## config.mk

```make
export PLATFORM = sky130hd
export DESIGN_NAME = fwd_source_pipe
export DESIGN_NICKNAME = d
export VERILOG_FILES = /design/src/rtl/fwd_source_pipe_pkg.sv /design/src/rtl/fwd_source_pipe_stage.sv /design/src/rtl/fwd_source_pipe.sv
export SDC_FILE = /design/constraint.sdc
export NUM_CORES = 1
export LEC_CHECK = 0
export ABC_AREA = 1
export BUFFER_PORTS_ARGS = -buffer_cell sky130_fd_sc_hd__buf_2
export CELL_PAD_IN_SITES_DETAIL_PLACEMENT = 0
export CELL_PAD_IN_SITES_GLOBAL_PLACEMENT = 2
export CORE_ASPECT_RATIO = 1.75
export CORE_MARGIN = 2
export CORE_UTILIZATION = 23
export DETAILED_ROUTE_END_ITERATION = 10
export PLACE_DENSITY_LB_ADDON = 0.05
export SYNTH_ARGS = -nofsm -noshare
export SYNTH_HDL_FRONTEND = slang
export SYNTH_SLANG_ARGS = --single-unit
```

## constraint.sdc

```tcl
create_clock -name clk_i -period 1.28 [get_ports clk_i]
set_clock_uncertainty 0.05 [all_clocks]
set_input_delay 0.256 -clock clk_i [delete_from_list [all_inputs] [get_ports clk_i]]
set_output_delay 0.256 -clock clk_i [all_outputs]
set_load 0.05 [all_outputs]
```

## src/rtl/fwd_source_pipe_pkg.sv

```systemverilog
// ---------------------------------------------------------------------------
// fwd_source_pipe_pkg
// Shared definitions for the operand-forwarding producer slice:
//   - forwarding mux select encodings seen by the consumer side
//   - a handful of opcode constants used by the surrounding core
//   - ZERO_32BIT and the packed stage-entry width FWD_STAGE_W
// A stage entry is packed MSB->LSB as {valid, rd, reg_wr, is_load, alu_result}.
// ---------------------------------------------------------------------------
package fwd_source_pipe_pkg;

  localparam int XLEN_DEFAULT       = 32;
  localparam int REG_ADDR_W_DEFAULT = 5;

  // Operand source selects used by the bypass consumer
  typedef enum logic [1:0] {
    FORWARD_ORG = 2'b00,
    FORWARD_MEM = 2'b01,
    FORWARD_WB  = 2'b10
  } forward_sel_e;

  localparam logic [6:0] OPCODE_LOAD   = 7'b0000011;
  localparam logic [6:0] OPCODE_OP_IMM = 7'b0010011;
  localparam logic [6:0] OPCODE_STORE  = 7'b0100011;
  localparam logic [6:0] OPCODE_OP     = 7'b0110011;
  localparam logic [6:0] OPCODE_BRANCH = 7'b1100011;

  localparam logic [31:0] ZERO_32BIT = 32'h0000_0000;

  // Width of one packed stage entry: valid + reg_wr + is_load + rd + data
  function automatic int fwd_stage_w(input int xlen, input int reg_addr_w);
    return 3 + reg_addr_w + xlen;
  endfunction

  localparam int FWD_STAGE_W = fwd_stage_w(XLEN_DEFAULT, REG_ADDR_W_DEFAULT);

endpackage

```

## src/rtl/fwd_source_pipe_stage.sv

```systemverilog
// ---------------------------------------------------------------------------
// fwd_pipe_stage
// One pipeline register holding a packed stage entry whose MSB is the valid bit.
// Ports:
//   clk_i   clock
//   rst_i   synchronous active-high reset, clears the whole entry
//   hold_i  freeze the entry (takes priority over kill_i)
//   kill_i  capture d_i with the valid bit forced low (a bubble)
//   d_i     incoming entry
//   q_o     registered entry
// ---------------------------------------------------------------------------
module fwd_pipe_stage
  import fwd_source_pipe_pkg::*;
#(
  parameter int W = FWD_STAGE_W
) (
  input  logic         clk_i,
  input  logic         rst_i,
  input  logic         hold_i,
  input  logic         kill_i,
  input  logic [W-1:0] d_i,
  output logic [W-1:0] q_o
);

  logic [W-1:0] entry_q;
  logic [W-1:0] entry_d;

  // Hold wins over kill, so a kill raised during a hold only takes effect
  // on the first released cycle. A killed entry keeps its payload but is invalid.
  always_comb begin
    entry_d = entry_q;
    if (!hold_i) begin
      if (kill_i) begin
        entry_d = {1'b0, d_i[W-2:0]};
      end else begin
        entry_d = d_i;
      end
    end
  end

  always_ff @(posedge clk_i) begin
    if (rst_i) begin
      entry_q <= '0;
    end else begin
      entry_q <= entry_d;
    end
  end

  assign q_o = entry_q;

endmodule

```

## src/rtl/fwd_source_pipe.sv

```systemverilog
// ---------------------------------------------------------------------------
// fwd_source_pipe
// Producer end of the operand-forwarding interface. Carries each EX result
// through EX/MEM and MEM/WB, drives the MEM/WB bypass sources and flags
// load-use hazards against the instruction in ID.
// Optional feature macro: FWD_PERF_CNT_EN (stall / retired-write counters).
// Ports:
//   clk_i, rst_i                 clock, synchronous active-high reset
//   hold_i                       freeze both stages
//   ex_flush_i                   turn the EX instruction into a bubble
//   ex_valid_i, ex_rd_i, ex_reg_wr_i, ex_is_load_i, ex_alu_result_i
//                                EX instruction fields
//   id_rs1_i, id_rs2_i, id_use_rs1_i, id_use_rs2_i
//                                ID source operands
//   wb_load_data_i               load data for the load currently in WB
//   rd_mem_o, reg_file_wr_mem_o, fwd_mem_data_o   MEM bypass source
//   rd_wb_o, reg_file_wr_wb_o, fwd_wb_data_o      WB bypass source
//   load_use_stall_o             one-cycle stall request
//   perf_stall_cnt_o, perf_wb_cnt_o               performance counters
// ---------------------------------------------------------------------------
module fwd_source_pipe
  import fwd_source_pipe_pkg::*;
#(
  parameter int XLEN       = 32,
  parameter int REG_ADDR_W = 5,
  parameter int CNT_W      = 32
) (
  input  logic                  clk_i,
  input  logic                  rst_i,
  input  logic                  hold_i,
  input  logic                  ex_flush_i,
  input  logic                  ex_valid_i,
  input  logic [REG_ADDR_W-1:0] ex_rd_i,
  input  logic                  ex_reg_wr_i,
  input  logic                  ex_is_load_i,
  input  logic [XLEN-1:0]       ex_alu_result_i,
  input  logic [REG_ADDR_W-1:0] id_rs1_i,
  input  logic [REG_ADDR_W-1:0] id_rs2_i,
  input  logic                  id_use_rs1_i,
  input  logic                  id_use_rs2_i,
  input  logic [XLEN-1:0]       wb_load_data_i,
  output logic [REG_ADDR_W-1:0] rd_mem_o,
  output logic [REG_ADDR_W-1:0] rd_wb_o,
  output logic                  reg_file_wr_mem_o,
  output logic                  reg_file_wr_wb_o,
  output logic [XLEN-1:0]       fwd_mem_data_o,
  output logic [XLEN-1:0]       fwd_wb_data_o,
  output logic                  load_use_stall_o,
  output logic [CNT_W-1:0]      perf_stall_cnt_o,
  output logic [CNT_W-1:0]      perf_wb_cnt_o
);

  localparam int STAGE_W = fwd_stage_w(XLEN, REG_ADDR_W);

  logic [STAGE_W-1:0] ex_entry;
  logic [STAGE_W-1:0] mem_entry;
  logic [STAGE_W-1:0] wb_entry;

  logic                  mem_valid, mem_reg_wr, mem_is_load;
  logic [REG_ADDR_W-1:0] mem_rd;
  logic [XLEN-1:0]       mem_alu;
  logic                  wb_valid, wb_reg_wr, wb_is_load;
  logic [REG_ADDR_W-1:0] wb_rd;
  logic [XLEN-1:0]       wb_alu;

  logic wr_mem, wr_wb, stall;

  assign ex_entry = {ex_valid_i, ex_rd_i, ex_reg_wr_i, ex_is_load_i, ex_alu_result_i};

  // Flush only kills the EX->MEM hop; MEM->WB never kills, it just copies.
  fwd_pipe_stage #(.W(STAGE_W)) u_ex_mem (
    .clk_i  (clk_i),
    .rst_i  (rst_i),
    .hold_i (hold_i),
    .kill_i (ex_flush_i),
    .d_i    (ex_entry),
    .q_o    (mem_entry)
  );

  fwd_pipe_stage #(.W(STAGE_W)) u_mem_wb (
    .clk_i  (clk_i),
    .rst_i  (rst_i),
    .hold_i (hold_i),
    .kill_i (1'b0),
    .d_i    (mem_entry),
    .q_o    (wb_entry)
  );

  assign {mem_valid, mem_rd, mem_reg_wr, mem_is_load, mem_alu} = mem_entry;
  assign {wb_valid, wb_rd, wb_reg_wr, wb_is_load, wb_alu}      = wb_entry;

  // x0 writes are never advertised; a load in MEM has no data yet.
  assign wr_mem = mem_valid & mem_reg_wr & ~mem_is_load & (mem_rd != '0);
  assign wr_wb  = wb_valid & wb_reg_wr & (wb_rd != '0);

  // The bubble inserted by the stall moves the load to MEM, so this drops
  // by itself after one cycle.
  assign stall = ex_valid_i & ex_is_load_i & ex_reg_wr_i & (ex_rd_i != '0) & ~ex_flush_i
               & ((id_use_rs1_i & (id_rs1_i == ex_rd_i)) | (id_use_rs2_i & (id_rs2_i == ex_rd_i)));

  // All outputs read as zero while reset is asserted, even before the first edge.
  assign rd_mem_o          = rst_i ? '0 : mem_rd;
  assign rd_wb_o           = rst_i ? '0 : wb_rd;
  assign reg_file_wr_mem_o = ~rst_i & wr_mem;
  assign reg_file_wr_wb_o  = ~rst_i & wr_wb;
  assign fwd_mem_data_o    = rst_i ? '0 : mem_alu;
  assign fwd_wb_data_o     = rst_i ? '0 : (wb_is_load ? wb_load_data_i : wb_alu);
  assign load_use_stall_o  = ~rst_i & stall;

`ifdef FWD_PERF_CNT_EN
  logic [CNT_W-1:0] stall_cnt_q, stall_cnt_d;
  logic [CNT_W-1:0] wb_cnt_q, wb_cnt_d;

  // Saturating event counters; frozen cycles are not counted.
  always_comb begin
    stall_cnt_d = stall_cnt_q;
    wb_cnt_d    = wb_cnt_q;
    if (!hold_i) begin
      if (stall && (stall_cnt_q != '1)) begin
        stall_cnt_d = stall_cnt_q + CNT_W'(1);
      end
      if (wr_wb && (wb_cnt_q != '1)) begin
        wb_cnt_d = wb_cnt_q + CNT_W'(1);
      end
    end
  end

  always_ff @(posedge clk_i) begin
    if (rst_i) begin
      stall_cnt_q <= '0;
      wb_cnt_q    <= '0;
    end else begin
      stall_cnt_q <= stall_cnt_d;
      wb_cnt_q    <= wb_cnt_d;
    end
  end

  assign perf_stall_cnt_o = rst_i ? '0 : stall_cnt_q;
  assign perf_wb_cnt_o    = rst_i ? '0 : wb_cnt_q;
`else
  assign perf_stall_cnt_o = '0;
  assign perf_wb_cnt_o    = '0;
`endif

endmodule

```

* Word level (Yosys, flattened, before mapping)
Cells that the tools add are included.
** Word-level totals
- Flip-flop bits (word level) :: 80
- Input bits :: 88
- Word-level logic and storage cells :: 32
** Cells by class
- Eq/ne operators :: 2
- Muxes and demuxes :: 6
- Bitwise logic cells :: 19
- Reductions and logical operators :: 3
** Operators by type and width (count)
- two-way mux 32 bit :: 3
- two-way mux 40 bit :: 1
- AND 1 bit :: 15
- nonzero test 5 bit :: 3
- == test 5 bit :: 2
- two-way mux 5 bit :: 2
- inverter 1 bit :: 3
- OR 1 bit :: 1

* Longest topological paths before layout
- Depth after elaboration :: 6
- Gate-level depth with buffers :: 7

* Cells and area by module
A second synthesis with hierarchy kept.
** Unflattened totals
- Cells, all modules :: 682
- Area total of the unflattened synthesis :: 4347.9 µm²
** By module, submodules not included
- fwd_pipe_stage :: instances 2, cells an instance 177, area each 1387.6 µm²
- fwd_source_pipe :: instances 1, cells an instance 328, area each 1572.8 µm²

* Worst setup path before layout
Ideal clock, no wire load.
- Path kind :: input to output
- Start :: input port rst_i
- End :: output port fwd_wb_data_o[2]
- Arrival time :: 1.405 ns
- Data required time :: 0.974 ns
- Slack :: -0.431 ns
- Cell stages on the path :: 6
- Cells stage by stage :: buf_6 -> inv_4 -> buf_8 -> buf_6 -> o21ai_0 -> nor2_1
** On the way
- Cells in the longest elaborated chain, start to end :: 1
** RTL lines
- start: declaration :: line fwd_source_pipe.sv:29 : input logic rst_i,
- two-way mux 32 bit :: line fwd_source_pipe.sv:107 : assign fwd_wb_data_o = rst_i ? '0 : (wb_is_load ? wb_load_data_i : wb_alu);
- end: declaration :: line fwd_source_pipe.sv:47 : output logic [XLEN-1:0] fwd_wb_data_o,
Every way passes these cells.

* Final worst setup path
- Start :: register u_mem_wb.entry_q[32], in the netlist u_mem_wb.q_o[32]
- End :: output port fwd_wb_data_o[3]
** On the way
- Cells in the longest elaborated chain, start to end :: 2
** RTL lines
- start: declaration :: line fwd_source_pipe_stage.sv:25 : logic [W-1:0] entry_q;
- start signal: assignment :: line fwd_source_pipe_stage.sv:45 : entry_q <= entry_d;
- two-way mux 32 bit (2 in series) :: line fwd_source_pipe.sv:107
Every way passes these cells.

==> results.cfg <==
[synthesis]
yosysUniqueCellTypes = 22
synthAdderAreaFrac_pct = 0
synth_area_um2 = 4320
synth-xor-area-share_pct = 0
yosysSeqAreaShare_pct = 37.1
synth_top_family_by_area = compound AO/OA/AOI/OAI gates
synth-compound-area-share_pct = 25.6
synth_seq_cells = 80
syn_inst = 601
ys_warn_count = 0
yosys.area_share.simple_pct = 14.7
synthMuxAreaShare_pct = 0
postSynthAreaPerCell_um2 = 7.18

[flow_run]
maxCapViolations = 0

[floorplanning]
die_h_um = 185
dieArea_um2 = 19900
rows = 66
core_area_um2 = 18500
initial_core_util_pct = 23.3
io_pins = 229
die_w_um = 108

[timing]
slew_viol_final = 0
finalSetupViolCount = 55
fin_crit_sh_pct = 126
rsz0062_at_grt = true
fin_tns_setup_ns = -11.36
post-route-min-period_ns = 1.62
fmax_mhz = 619
setup_slack_ns = -0.337
finalHoldViolCount = 0

[global_routing]
grt_pass1_wl_mm = 22.2
grt_max_degree = 41
overflow = 0
grt_usage_pct = 14.3
grt_pass1_vias = 4438
antenna_found_initial = 1

[critical_path]
ff2ff_path_depth = 3
r2r_setup_slack_ns = 0.42
startpoint_type = flop
crit_fanout = 12
r2r-start = u_mem_wb.q_o[32]$_SDFFE_PP0N_
path_class = flop to output port
r2r-end = u_mem_wb.q_o[32]$_SDFFE_PP0N_
critPathArrivalTime_ns = 1.31
crit_required_ns = 0.97
endpoint_kind = output port

[routing]
dr.first_iter.drc_count = 91
drc_errors = 0
wl_per_cell_um = 13.8
firstDrtPassIters = 4
vias_per_cell = 4.21
drtAntennaViolNets = 0
wl_mm = 14.4
num_vias = 4411

[clocking]
cts.sinks = 80
cts_root_buf = clkbuf_16
clock_latency_ns = 0.33
clockBufferDepth = 2
cts_tree = built
clk_pin_slew_worst_paths_ns = 0.06
numCtsBuffers = 9
htree_levels = 3

[place]
port_buffers = 164
dp.cells = 1008
place_congestion = 0.798
hpwl_mm = 11.1

[power]
leakagePower_nw = 3.23
p_per_area_nw_per_um2 = 1020
peakVddDrop_mv = 0.637

[layout]
stdcell_count = 1048
fin_util_pct = 41.8
syn_to_final_growth_pct = 79.0
drive_above_1_share_pct = 67.5
nets = 892
n_fill_cell = 1926

[hold_path]
hold_depth = 3
hp-class = input port to flop
holdPathEnd = u_ex_mem.q_o[31]$_SDFFE_PP0N_
min_from = ex_alu_result_i[31]

[run_status]
violations = setup timing
status = finished, violations left
==> worst max path at each step <==
stage | start | end | slack [ns]
global placement | rst_i | fwd_wb_data_o[8] | -0.33
global route | u_mem_wb.q_o[32]$_SDFFE_PP0N_ | fwd_wb_data_o[29] | -0.39
CTS | u_mem_wb.q_o[32]$_SDFFE_PP0N_ | fwd_wb_data_o[14] | -0.46
finish | u_mem_wb.q_o[32]$_SDFFE_PP0N_ | fwd_wb_data_o[3] | -0.34
floorplan | rst_i | fwd_wb_data_o[2] | -0.12
detailed placement | rst_i | fwd_wb_data_o[8] | -0.33
==> registers in the layout (all words and copies together), names as in the netlist <==
name and flops:
u_ex_mem.q_o 40, u_mem_wb.q_o 40
==> cell type report <==
type                    instances  area [um2]  area share [%]
diodes                          1        2.50          0.0324
clock buffers                  11         233            3.01
clock inverters                 5        33.8           0.437
inverters                      63         274            3.55
multi-input cells             417        2880            37.3
flip-flops and latches         80        1660            21.4
well taps                     238         298            3.85
repair buffers                233        2350            30.4
==> synth_stat cells <==
master	number	area share [%]
nor2_1	125	11
dfxtp_1	80	37
o21ai_0	75	8.7
buf_4	66	11
inv_1	61	5.3
a21oi_1	56	6.5
nand2_1	28	2.4
a21oi_2	21	4.3
o21ai_2	20	4.1
o21ai_1	18	2.1
buf_2	17	2.0
clkbuf_1	10	0.87
buf_6	5	1.3
nand3_1	4	0.46
buf_8	3	1.0
clkbuf_2	3	0.35
nand4_1	3	0.43
nor3_1	2	0.23
conb_1	1	0.087
inv_2	1	0.087
inv_4	1	0.15
nand3_2	1	0.23
==> worst max-delay path, cell delays in order (launching register included) <==
cell and delay (ns):
dfxtp_4 0.37, buf_12 0.15, buf_6 0.12, o21ai_4 0.14, nor2_4 0.06, buf_8 0.14
==> report_power, final <==
group | leakage, nW | internal (W) | switching, W | total [W]
clock | 0.126 | 0.00131 | 0.00101 | 0.00232
sequential | 0.676 | 0.00268 | 0.000107 | 0.00279
combinational | 2.43 | 0.000989 | 0.00181 | 0.00279
==> stage by stage <==
stage               instance area, um2  hold WS (ns)  setup slack [ns]  total power (W)
floorplan                         5140         0.355            -0.120          0.00463
global placement                  6010         0.415            -0.331          0.00504
detailed placement                6010         0.422            -0.335          0.00505
CTS                               7360         0.106            -0.459          0.00788
global route                      7730         0.113            -0.388          0.00830
finish                            7730         0.120            -0.337          0.00790
==> logic make-up after synthesis <==
kind of cell | count (synthesis)
AO/OA/AOI/OAI | 190
AND/OR/NAND/NOR | 163
other | 1
buffers and inverters | 167
flip-flops | 80
==> layer usage <==
layer / vias to the layer above / track usage, % / share of wire (%)
met2: 130 / 27.8 / 58
met3: 21 / 2.81 / 4.8
met1: 2050 / 14.1 / 35
met5: - / 0 / 0
li1: 2210 / - / -
met4: 0 / 6.87 / 3.0
==> cells in the final DEF (no fill, tap or decap), drive strengths merged <==
cell type / netlist / final
conb: 1 / 64
a21oi: 77 / 77
dfxtp: 80 / 80
clkinvlp: 0 / 2
nor3: 2 / 2
diode: 0 / 1
clkinv: 0 / 3
nor2: 125 / 125
inv: 63 / 63
nand4: 3 / 3
nand3: 5 / 5
buf: 91 / 233
clkbuf: 13 / 11
o21ai: 113 / 113
nand2: 28 / 28
==> repair_timing <==
item,CTS,global route
setup endpoints to repair,77,77
pin swaps,39,30
resized for setup,360,112
hold buffers,0,0
gates cloned,1,0
setup buffers,16,9
No activity file was read; power rests on OpenSTA's default activity.
